## config.mk

```make
export PLATFORM = sky130hd
export DESIGN_NAME = ps2_key_decoder_flat
export DESIGN_NICKNAME = d
export VERILOG_FILES = /design/src/rtl/ps2_key_decoder_if.sv /design/src/rtl/ps2_key_decoder.sv /design/src/flat_wrapper.sv
export SDC_FILE = /design/constraint.sdc
export NUM_CORES = 1
export LEC_CHECK = 0
export CORE_UTILIZATION = 55
export DETAILED_ROUTE_END_ITERATION = 16
export GPL_ROUTABILITY_DRIVEN = 1
export GPL_TIMING_DRIVEN = 0
export PLACE_DENSITY = 0.78
export SYNTH_ARGS = -nofsm -noshare
export SYNTH_HDL_FRONTEND = slang
export SYNTH_SLANG_ARGS = --single-unit
```

## constraint.sdc

```tcl
create_clock -name clk_sys -period 2.3 [get_ports clk_sys]
set_input_delay 0.345 -clock clk_sys [delete_from_list [all_inputs] [get_ports clk_sys]]
set_output_delay 0.345 -clock clk_sys [all_outputs]
set_load 0.005 [all_outputs]
```

## src/rtl/ps2_key_decoder_if.sv

```systemverilog
// Key event bus between the PS/2 decoder and the per-core key_code consumer.
//   key_strobe   : one-cycle pulse, a key event is valid
//   key_pressed  : 1 = make, 0 = break (held until the next strobe)
//   key_extended : event was E0-prefixed (held)
//   key_code     : scan code without prefixes (held)
//   frame_err    : one-cycle pulse on parity/start/stop/timeout error
// master = decoder side (drives), slave = consumer side.
interface ps2_key_decoder_if;
  logic       key_strobe;
  logic       key_pressed;
  logic       key_extended;
  logic [7:0] key_code;
  logic       frame_err;

  modport master (
    output key_strobe, key_pressed, key_extended, key_code, frame_err
  );
  modport slave (
    input  key_strobe, key_pressed, key_extended, key_code, frame_err
  );
endinterface

```

## src/rtl/ps2_key_decoder.sv

```systemverilog
// PS/2 keyboard (device-to-host) receiver and set-2 prefix decoder.
//   clk_sys  : system clock, rising edge
//   res_n    : asynchronous active-low reset
//   ps2_clk  : raw PS/2 clock, asynchronous, idle high
//   ps2_data : raw PS/2 data, asynchronous, idle high
//   keys     : key event bus (master side), all outputs registered
// Parameters: FILTER_LEN     - equal synchronized samples needed to flip the
//                              filtered PS/2 clock (2..255)
//             TIMEOUT_CYCLES - idle cycles inside a frame before abandoning it
module ps2_key_decoder #(
  parameter int unsigned FILTER_LEN     = 8,
  parameter int unsigned TIMEOUT_CYCLES = 12000
) (
  input  logic               clk_sys,
  input  logic               res_n,
  input  logic               ps2_clk,
  input  logic               ps2_data,
  ps2_key_decoder_if.master  keys
);
  localparam int unsigned TW = $clog2(TIMEOUT_CYCLES + 1);

  typedef enum logic [1:0] {IDLE, DATA, PARITY, STOP} state_t;

  logic [1:0]    clk_sync, data_sync;
  logic          filt_clk;
  logic [7:0]    filt_cnt;
  logic          bit_evt, bit_data;

  state_t        state, state_n;
  logic [2:0]    bit_cnt, bit_cnt_n;
  logic [7:0]    shift, shift_n;
  logic          par, par_n;
  logic [TW-1:0] tcnt, tcnt_n;
  logic          brk_f, brk_f_n, ext_f, ext_f_n;
  logic          strobe_q, strobe_n, err_q, err_n;
  logic          pressed_q, pressed_n, extended_q, extended_n;
  logic [7:0]    code_q, code_n;
  logic          byte_ok;

  // Synchronizers reset high so reset release never looks like a clock fall.
  always_ff @(posedge clk_sys or negedge res_n) begin
    if (!res_n) begin
      clk_sync  <= '1;
      data_sync <= '1;
    end else begin
      clk_sync  <= {clk_sync[0], ps2_clk};
      data_sync <= {data_sync[0], ps2_data};
    end
  end

  // Counter runs only while the synchronized level disagrees with the filtered
  // one; any agreeing sample restarts it, so short glitches are swallowed.
  always_ff @(posedge clk_sys or negedge res_n) begin
    if (!res_n) begin
      filt_clk <= 1'b1;
      filt_cnt <= '0;
    end else if (clk_sync[1] == filt_clk) begin
      filt_cnt <= '0;
    end else if (filt_cnt == 8'(FILTER_LEN - 1)) begin
      filt_clk <= clk_sync[1];
      filt_cnt <= '0;
    end else begin
      filt_cnt <= filt_cnt + 8'd1;
    end
  end

  // Bit event is the cycle in which the filtered clock flips 1 -> 0.
  assign bit_evt  = filt_clk & ~clk_sync[1] & (filt_cnt == 8'(FILTER_LEN - 1));
  assign bit_data = data_sync[1];

  always_ff @(posedge clk_sys or negedge res_n) begin
    if (!res_n) begin
      state      <= IDLE;
      bit_cnt    <= '0;
      shift      <= '0;
      par        <= 1'b0;
      tcnt       <= '0;
      brk_f      <= 1'b0;
      ext_f      <= 1'b0;
      strobe_q   <= 1'b0;
      err_q      <= 1'b0;
      pressed_q  <= 1'b0;
      extended_q <= 1'b0;
      code_q     <= '0;
    end else begin
      state      <= state_n;
      bit_cnt    <= bit_cnt_n;
      shift      <= shift_n;
      par        <= par_n;
      tcnt       <= tcnt_n;
      brk_f      <= brk_f_n;
      ext_f      <= ext_f_n;
      strobe_q   <= strobe_n;
      err_q      <= err_n;
      pressed_q  <= pressed_n;
      extended_q <= extended_n;
      code_q     <= code_n;
    end
  end

  always_comb begin
    state_n    = state;
    bit_cnt_n  = bit_cnt;
    shift_n    = shift;
    par_n      = par;
    tcnt_n     = tcnt;
    brk_f_n    = brk_f;
    ext_f_n    = ext_f;
    strobe_n   = 1'b0;
    err_n      = 1'b0;
    pressed_n  = pressed_q;
    extended_n = extended_q;
    code_n     = code_q;
    byte_ok    = 1'b0;

    if (bit_evt) tcnt_n = '0;
    else if (state != IDLE) tcnt_n = tcnt + TW'(1);

    case (state)
      IDLE: if (bit_evt) begin
        if (!bit_data) begin
          state_n   = DATA;
          bit_cnt_n = '0;
        end else begin
          err_n = 1'b1;
        end
      end
      DATA: if (bit_evt) begin
        shift_n   = {bit_data, shift[7:1]};
        bit_cnt_n = bit_cnt + 3'd1;
        if (bit_cnt == 3'd7) state_n = PARITY;
      end
      PARITY: if (bit_evt) begin
        par_n   = bit_data;
        state_n = STOP;
      end
      STOP: if (bit_evt) begin
        state_n = IDLE;
        if (bit_data && ((^shift) ^ par)) byte_ok = 1'b1;
        else err_n = 1'b1;
      end
      default: state_n = IDLE;
    endcase

    // A bit event in the expiry cycle takes precedence over the timeout.
    if (!bit_evt && state != IDLE && tcnt == TW'(TIMEOUT_CYCLES - 1)) begin
      err_n   = 1'b1;
      state_n = IDLE;
      tcnt_n  = '0;
    end

    if (byte_ok) begin
      case (shift)
        8'hE0: ext_f_n = 1'b1;
        8'hF0: brk_f_n = 1'b1;
        8'hE1: ;
        default: begin
          code_n     = shift;
          pressed_n  = ~brk_f;
          extended_n = ext_f;
          strobe_n   = 1'b1;
          brk_f_n    = 1'b0;
          ext_f_n    = 1'b0;
        end
      endcase
    end

    if (err_n) begin
      brk_f_n = 1'b0;
      ext_f_n = 1'b0;
    end
  end

  assign keys.key_strobe   = strobe_q;
  assign keys.frame_err    = err_q;
  assign keys.key_pressed  = pressed_q;
  assign keys.key_extended = extended_q;
  assign keys.key_code     = code_q;
endmodule

```

## src/flat_wrapper.sv

```systemverilog
// flat-port wrapper written by rule: the top's interface ports become plain ports
module ps2_key_decoder_flat 
#(
  parameter int unsigned FILTER_LEN     = 8,
  parameter int unsigned TIMEOUT_CYCLES = 12000
)
  (clk_sys, res_n, ps2_clk, ps2_data, keys_key_strobe, keys_key_pressed, keys_key_extended, keys_key_code, keys_frame_err);
  ps2_key_decoder_if keys_i ();
  input  logic clk_sys;
  input  logic res_n;
  input  logic ps2_clk;
  input  logic ps2_data;
  output wire logic [$bits(keys_i.key_strobe)-1:0] keys_key_strobe;
  output wire logic [$bits(keys_i.key_pressed)-1:0] keys_key_pressed;
  output wire logic [$bits(keys_i.key_extended)-1:0] keys_key_extended;
  output wire logic [$bits(keys_i.key_code)-1:0] keys_key_code;
  output wire logic [$bits(keys_i.frame_err)-1:0] keys_frame_err;
  assign keys_key_strobe = keys_i.key_strobe;
  assign keys_key_pressed = keys_i.key_pressed;
  assign keys_key_extended = keys_i.key_extended;
  assign keys_key_code = keys_i.key_code;
  assign keys_frame_err = keys_i.frame_err;
  ps2_key_decoder #(.FILTER_LEN(FILTER_LEN), .TIMEOUT_CYCLES(TIMEOUT_CYCLES)) u_core (.clk_sys(clk_sys), .res_n(res_n), .ps2_clk(ps2_clk), .ps2_data(ps2_data), .keys(keys_i));
endmodule
```

==> impl_metrics.csv, run 1 <==
group,metric,value,unit
critical_path,crit_type,"reg -> reg",
timing,hold_slack,0.0255,ns
grt,grt_pass1_wl,8550,µm
synthesis,ys_warn_count,0,
floorplanning,ios,16,
synthesis,avgSynthCellArea,10.9,µm²
detailed_routing,drc_errors,0,
finish,final_cells,362,
cts,root_buffer,"clkbuf_8",
timing,relSlewSlack,56.3,%
synthesis,synthFlopType,"dfrtp_1",
detailed_routing,antenna_left,0,
finish,drive_above_1_share,17.3,%
placement,gp_congestion,0.823,
finish,area_growth_syn_to_layout,15.0,%
critical_path,startpoint_type,"flop",
finish,layout_commonest_cell,"dfrtp_1",
grt,antenna_found_initial,0,
finish,final_area,3280,µm²
finish,antenna_cells,0,
cts,hold_buffers,0,
critical_path,r2r_cells,8,
timing,worst_pin_slew,0.650,ns
timing,rsz0062_at_grt,"yes",
synthesis,async_flop_share,100,%
synthesis,yosysSeqAreaShare,48.5,%
synthesis,synth_top_area_share,43.9,%
detailed_routing,vias,2027,
timing,setup-tns-final,-0.0128,ns
timing,fmax,434,MHz
detailed_routing,firstDrtPassIters,4,
critical_path,arrival,2.51,ns
job,max_cap_viol_count,0,
critical_path,reg2reg_to,"u_core.keys.key_code[3]",
synthesis,synth_cells,262,
floorplanning,rows,25,
timing,setup_ws,-0.00578,ns
timing,final_hold_viol_count,0,
floorplanning,die_h,74.0,µm
timing,final.setup_skew,0.00910,ns
min_path,hp-class,"in -> async",
floorplanning,design.die.area,5470,µm²
grt,grt.total_usage,20.4,%
floorplanning,initial_core_util,58.8,%
synthesis,synth_edf_count,0,
cts,cts_made_buffers,5,
synthesis,ys_ff_latch,55,
synthesis,netlist_area,2850,µm²
placement,placedCellCount,345,
finish,fin_nets,313,
power,p_leak,1.46,nW
cts,cts_num_sinks,55,
critical_path,rr_startpoint,"u_core.shift[4]",
floorplanning,core-area,4850,µm²
synthesis,synth_nets,281,
timing,setup_viol,5,
timing,layout_min_cycle_time,2.31,ns
placement,dpl.hpwl,3540,µm
grt,grt_pass1_vias,1958,
detailed_routing,avgRoutedWirePerCell,14.4,µm
cts,cts_buffer_depth,2,
cts,clk_latency,0.31,ns
cts,htreeDepth,2,
grt,grt_overflow,0,
cts,cts_tree,"built",
placement,io_buffers,15,
synthesis,synth_top_cell_by_area,"dfrtp_1",
timing,drv_slew,0,
outcome,status,"finished, violations left",
cts,cts.clk_slew.worst_paths,0.10,ns
critical_path,cp_max_fo,5,
detailed_routing,wl,5210,µm
power,total_power,2.27,mW
detailed_routing,avgViaCountPerCell,5.60,
critical_path,end_kind,"flop",
critical_path,reg2reg_slack,-0.006,ns
power,vdd_ir_drop_max,0.459,mV
power,power_density,694,nW/µm²
grt,grt_max_degree,31,
synthesis,ys_top_cells_by_area,"dfrtp_1 (44%), ha_1 (6.6%), mux2_4 (4.7%)",
floorplanning,fp.dieW,74.0,µm
timing,post-route-period-util,100,%
finish,final_cell_mix,"dfrtp_1 (49), nor2_1 (30), nand2_1 (19)",
detailed_routing,drt-initial-drc-count,106,
finish,fillers,373,
placement,placed_area,3100,µm²
synthesis,synth.distinct_cells,50,
critical_path,worstPathRequired,2.50,ns
outcome,violations,"setup timing",
## per-layer routing
metal | vias up | part of all wire, % | track usage [%]
met5 | - | 0 | 0
met4 | 0 | 1.9 | 8.33
met1 | 989 | 46 | 25.4
li1 | 991 | - | -
met2 | 36 | 49 | 34.3
met3 | 11 | 2.7 | 4.61
## worst max-delay path, stage by stage, from the launching register on
cell and delay (ns):
dfrtp_1 0.42, inv_2 0.08, ha_4 0.26, xnor3_1 0.41
xnor2_2 0.27, nand4_4 0.16, nor2_8 0.15, buf_6 0.14
mux2_4 0.30
## power by group
| group | internal [mW] | total, mW | switching, mW | leakage [nW] |
|---|---|---|---|---|
| clock network | 0.216 | 0.513 | 0.297 | 0.0385 |
| logic | 0.234 | 0.570 | 0.336 | 0.685 |
| registers | 1.07 | 1.19 | 0.120 | 0.733 |
| total | 1.52 | 2.27 | 0.752 | 1.46 |
## cell type report
type / count / area (µm²) / area share, %
inverters: 12 / 45.0 / 1.37
clock buffers: 7 / 76.3 / 2.33
multi-input cells: 186 / 1390 / 42.4
repair buffers: 25 / 240 / 7.33
well taps: 67 / 83.8 / 2.56
clock inverters: 1 / 7.51 / 0.229
plain buffers: 9 / 51.3 / 1.57
flip-flops and latches: 55 / 1380 / 42.2
## metrics by stage
| step | setup WS, ns | utilization, % |
|---|---|---|
| 6_report | -0.00578 | 67.6 |
| 5_1_grt | -0.0675 | 67.6 |
| 4_1_cts | 0.0181 | 65.6 |
| 3_5_place_dp | 0.0357 | 63.9 |
| 3_3_place_gp | -0.743 | 63.6 |
| 2_1_floorplan | 0.196 | - |
## logic make-up (layout without fill, tap and decap cells)
logic type | count (synthesis) | in the layout | synth area share [%]
xor+xnor | 12 | 12 | 4.44
compound gates | 44 | 44 | 9.79
mux | 16 | 16 | 7.42
buf+inv | 21 | 54 | 3.38
fa+ha+maj | 15 | 15 | 6.59
simple gates | 99 | 99 | 19.9
flops | 55 | 55 | 48.5
## registers in the layout, indices dropped and copies added, names as in the netlist, 2 cells and up
name and cells:
u_core.shift 8, u_core.bit_cnt 3, u_core.data_sync 2, u_core.clk_sync 2, u_core.tcnt 14, u_core.keys.key_code 8, u_core.filt_cnt 8, u_core.state 2
## cell usage after synthesis, types with 2 or more instances
cell,count
dfrtp_1,50
nor2_1,30
nand2_1,19
ha_1,15
nand3_1,14
a21oi_1,13
inv_1,12
o21ai_0,12
mux2_4,9
nor4_1,6
xor2_1,6
a21o_1,5
and4_1,5
clkbuf_1,5
dfstp_2,5
mux2_2,5
nor3b_1,4
xnor2_1,4
and3_1,3
nor3_1,3
a211oi_1,2
buf_2,2
buf_6,2
mux2i_1,2
nand2b_1,2
nand4_1,2
o21bai_1,2
## how the worst max path moves through the flow
stage                    start                       to  depth (start not counted)
6_report       u_core.shift[4]  u_core.keys.key_code[3]                          8
5_1_grt        u_core.shift[4]  u_core.keys.key_code[3]                          8
4_1_cts        u_core.shift[0]  u_core.keys.key_code[0]                          7
3_5_place_dp   u_core.shift[0]  u_core.keys.key_code[0]                          7
3_3_place_gp             res_n           u_core.tcnt[6]                          1
2_1_floorplan  u_core.shift[0]  u_core.keys.key_code[0]                          7
## what timing repair did
action | CTS | global route
endpoints found under the setup margin | 0 | 14
buffers inserted | 0 | 9
resized for setup | 0 | 7
Note: power is estimated with default switching activity, not from simulation.
==> inputs of run 2 (changes only) <==
- CAP_MARGIN: not set -> 20
- CELL_PAD_IN_SITES_DETAIL_PLACEMENT: not set -> 0
- CELL_PAD_IN_SITES_GLOBAL_PLACEMENT: not set -> 1
- CORE_UTILIZATION: 55 -> 47
- PLACE_DENSITY: 0.78 -> 0.82
==> run 2 against run 1 <==
  * The flow now finishes without violations
  * Core utilization decreased by 10 points
  * Clock skew decreased by 0.00077 ns
  * Maximum frequency increased by 0.36%
  * Register-to-register slack about the same
  * First-iteration DRC count decreased by 7.5%
  * Power increased by 2.0%
  * Count of clock-buffer cells in the layout decreased by 2
  * Highest routed layer unchanged
==> impl_metrics.csv, run 2 (synthesis results as in run 1) <==
group,metric,value,unit
timing,final.setup_skew,0.00833,ns
finish,drive_above_1_share,16.3,%
critical_path,worstPathRequired,2.51,ns
timing,drv_slew,0,
finish,fillers,472,
critical_path,arrival,2.50,ns
finish,area_growth_syn_to_layout,14.4,%
finish,final_area,3260,µm²
grt,grt.total_usage,18.0,%
placement,dpl.hpwl,3520,µm
power,pwr-share-seq,51.6,%
critical_path,startpoint_type,"flop",
min_path,hp-class,"in -> async",
timing,layout_min_cycle_time,2.30,ns
floorplanning,fp.dieW,79.9,µm
power,combPwrFrac,24.5,%
job,max_cap_viol_count,0,
power,clkPwrFrac,23.9,%
finish,layout_commonest_cell,"dfrtp_1",
detailed_routing,avgRoutedWirePerCell,14.2,µm
finish,largest_reg_flops,14,
placement,placed_area,3100,µm²
grt,grt_pass1_vias,1867,
grt,antenna_found_initial,0,
floorplanning,die_h,79.9,µm
power,p_leak,1.45,nW
detailed_routing,vias,1992,
timing,setup_viol,0,
grt,grt_pass1_wl,8780,µm
floorplanning,core-area,5680,µm²
detailed_routing,avgViaCountPerCell,5.44,
floorplanning,rows,27,
cts,ctsResizeCount,0,
timing,hold_slack,0.0104,ns
outcome,status,"finished clean",
detailed_routing,antenna_left,0,
critical_path,cp_max_fo,5,
floorplanning,ios,16,
finish,final_cells,366,
timing,fmax,435,MHz
finish,antenna_cells,0,
power,vdd_ir_drop_max,0.310,mV
timing,final_hold_viol_count,0,
floorplanning,initial_core_util,50.2,%
finish,top_register,"u_core.tcnt",
grt,grt_overflow,0,
floorplanning,design.die.area,6380,µm²
placement,gp_congestion,0.741,
cts,cts_buffer_depth,2,
power,p_sw_share,34.3,%
cts,clk_latency,0.32,ns
cts,root_buffer,"clkbuf_8",
placement,placedCellCount,350,
detailed_routing,drc_errors,0,
cts,htreeDepth,2,
timing,rsz0062_at_grt,"yes",
power,power_density,711,nW/µm²
critical_path,end_kind,"flop",
timing,relSlewSlack,54.0,%
power,internal_power,1.52,mW
cts,cts.clk_slew.worst_paths,0.10,ns
timing,worst_pin_slew,0.690,ns
timing,post-route-period-util,99.9,%
detailed_routing,wl,5180,µm
placement,io_buffers,15,
power,power_switching,0.796,mW
grt,grt_max_degree,34,
cts,hold_buffers,0,
cts,cts_made_buffers,5,
critical_path,crit_type,"reg -> reg",
finish,final_cell_mix,"dfrtp_1 (50), nor2_1 (30), nand2_1 (19)",
cts,cts_num_sinks,55,
cts,cts_tree,"built",
detailed_routing,drt-initial-drc-count,98,
detailed_routing,firstDrtPassIters,4,
finish,fin_nets,312,
-- run 2: path summary, 6_finish.rpt --
path | slack, ns | cells past startpoint | from | to
setup reg to reg | 0.003 | 7 | u_core.shift[4] | u_core.keys.key_code[1]
hold / removal | 0.01 | 1 | res_n | u_core.shift[0]
max in group asynchronous | 1.66 | 2 | res_n | u_core.data_sync[1]
setup / recovery | 0.003 | 7 | u_core.shift[4] | u_core.keys.key_code[1]
min in group clk_sys | 0.36 | 0 | u_core.data_sync[0] | u_core.data_sync[1]
hold reg to reg | 0.36 | 0 | u_core.data_sync[0] | u_core.data_sync[1]
-- run 2: worst max-delay path: stages, from the launching register on --
cell and delay [ns]:
dfrtp_1 0.38, inv_1 0.06, ha_1 0.28, xnor3_1 0.42
xnor2_2 0.27, nand4_4 0.19, nor2_4 0.26, mux2_4 0.32
-- run 2: repair_timing --
item                                    CTS  global route
setup buffers                             0             6
hold endpoints to repair                  0             0
endpoints found under the setup margin    0             9
-- run 2: power by group through the flow --
| stage | logic [mW] | registers [mW] | clock network (mW) |
|---|---|---|---|
| global placement | 0.556 | 1.21 | 0 |
| floorplan | 0.443 | 1.18 | 0 |
| global route | 0.646 | 1.22 | 0.605 |
| CTS | 0.572 | 1.19 | 0.570 |
| detailed placement | 0.567 | 1.21 | 0 |
| finish | 0.568 | 1.20 | 0.553 |
-- run 2: final cells by class --
cell class / count / area (µm²) / share of cell area, %
flip-flops and latches: 55 / 1380 / 42.4
multi-input cells: 187 / 1380 / 42.4
repair buffers: 23 / 215 / 6.60
well taps: 72 / 90.1 / 2.76
clock buffers: 5 / 68.8 / 2.11
plain buffers: 9 / 51.3 / 1.57
inverters: 12 / 45.0 / 1.38
clock inverters: 3 / 25.0 / 0.768
-- run 2: metrics by stage --
stage / worst slack (ns) / setup TNS, ns / util (%) / total power, mW
final: 0.00252 / 0 / 57.4 / 2.32
after detailed placement: 0.0274 / 0 / 54.7 / 1.78
after CTS: 0.0149 / 0 / 56.3 / 2.33
after global placement: -0.823 / -42.04 / 54.4 / 1.76
after floorplan: 0.196 / 0 / - / 1.62
after global routing: -0.0746 / -0.438 / 57.4 / 2.47
-- run 2: metal layers --
layer,track usage [%],routed length [µm]
met5,0,0
met4,7.50,91
met3,3.09,143
met2,27.0,2280
met1,25.7,2670
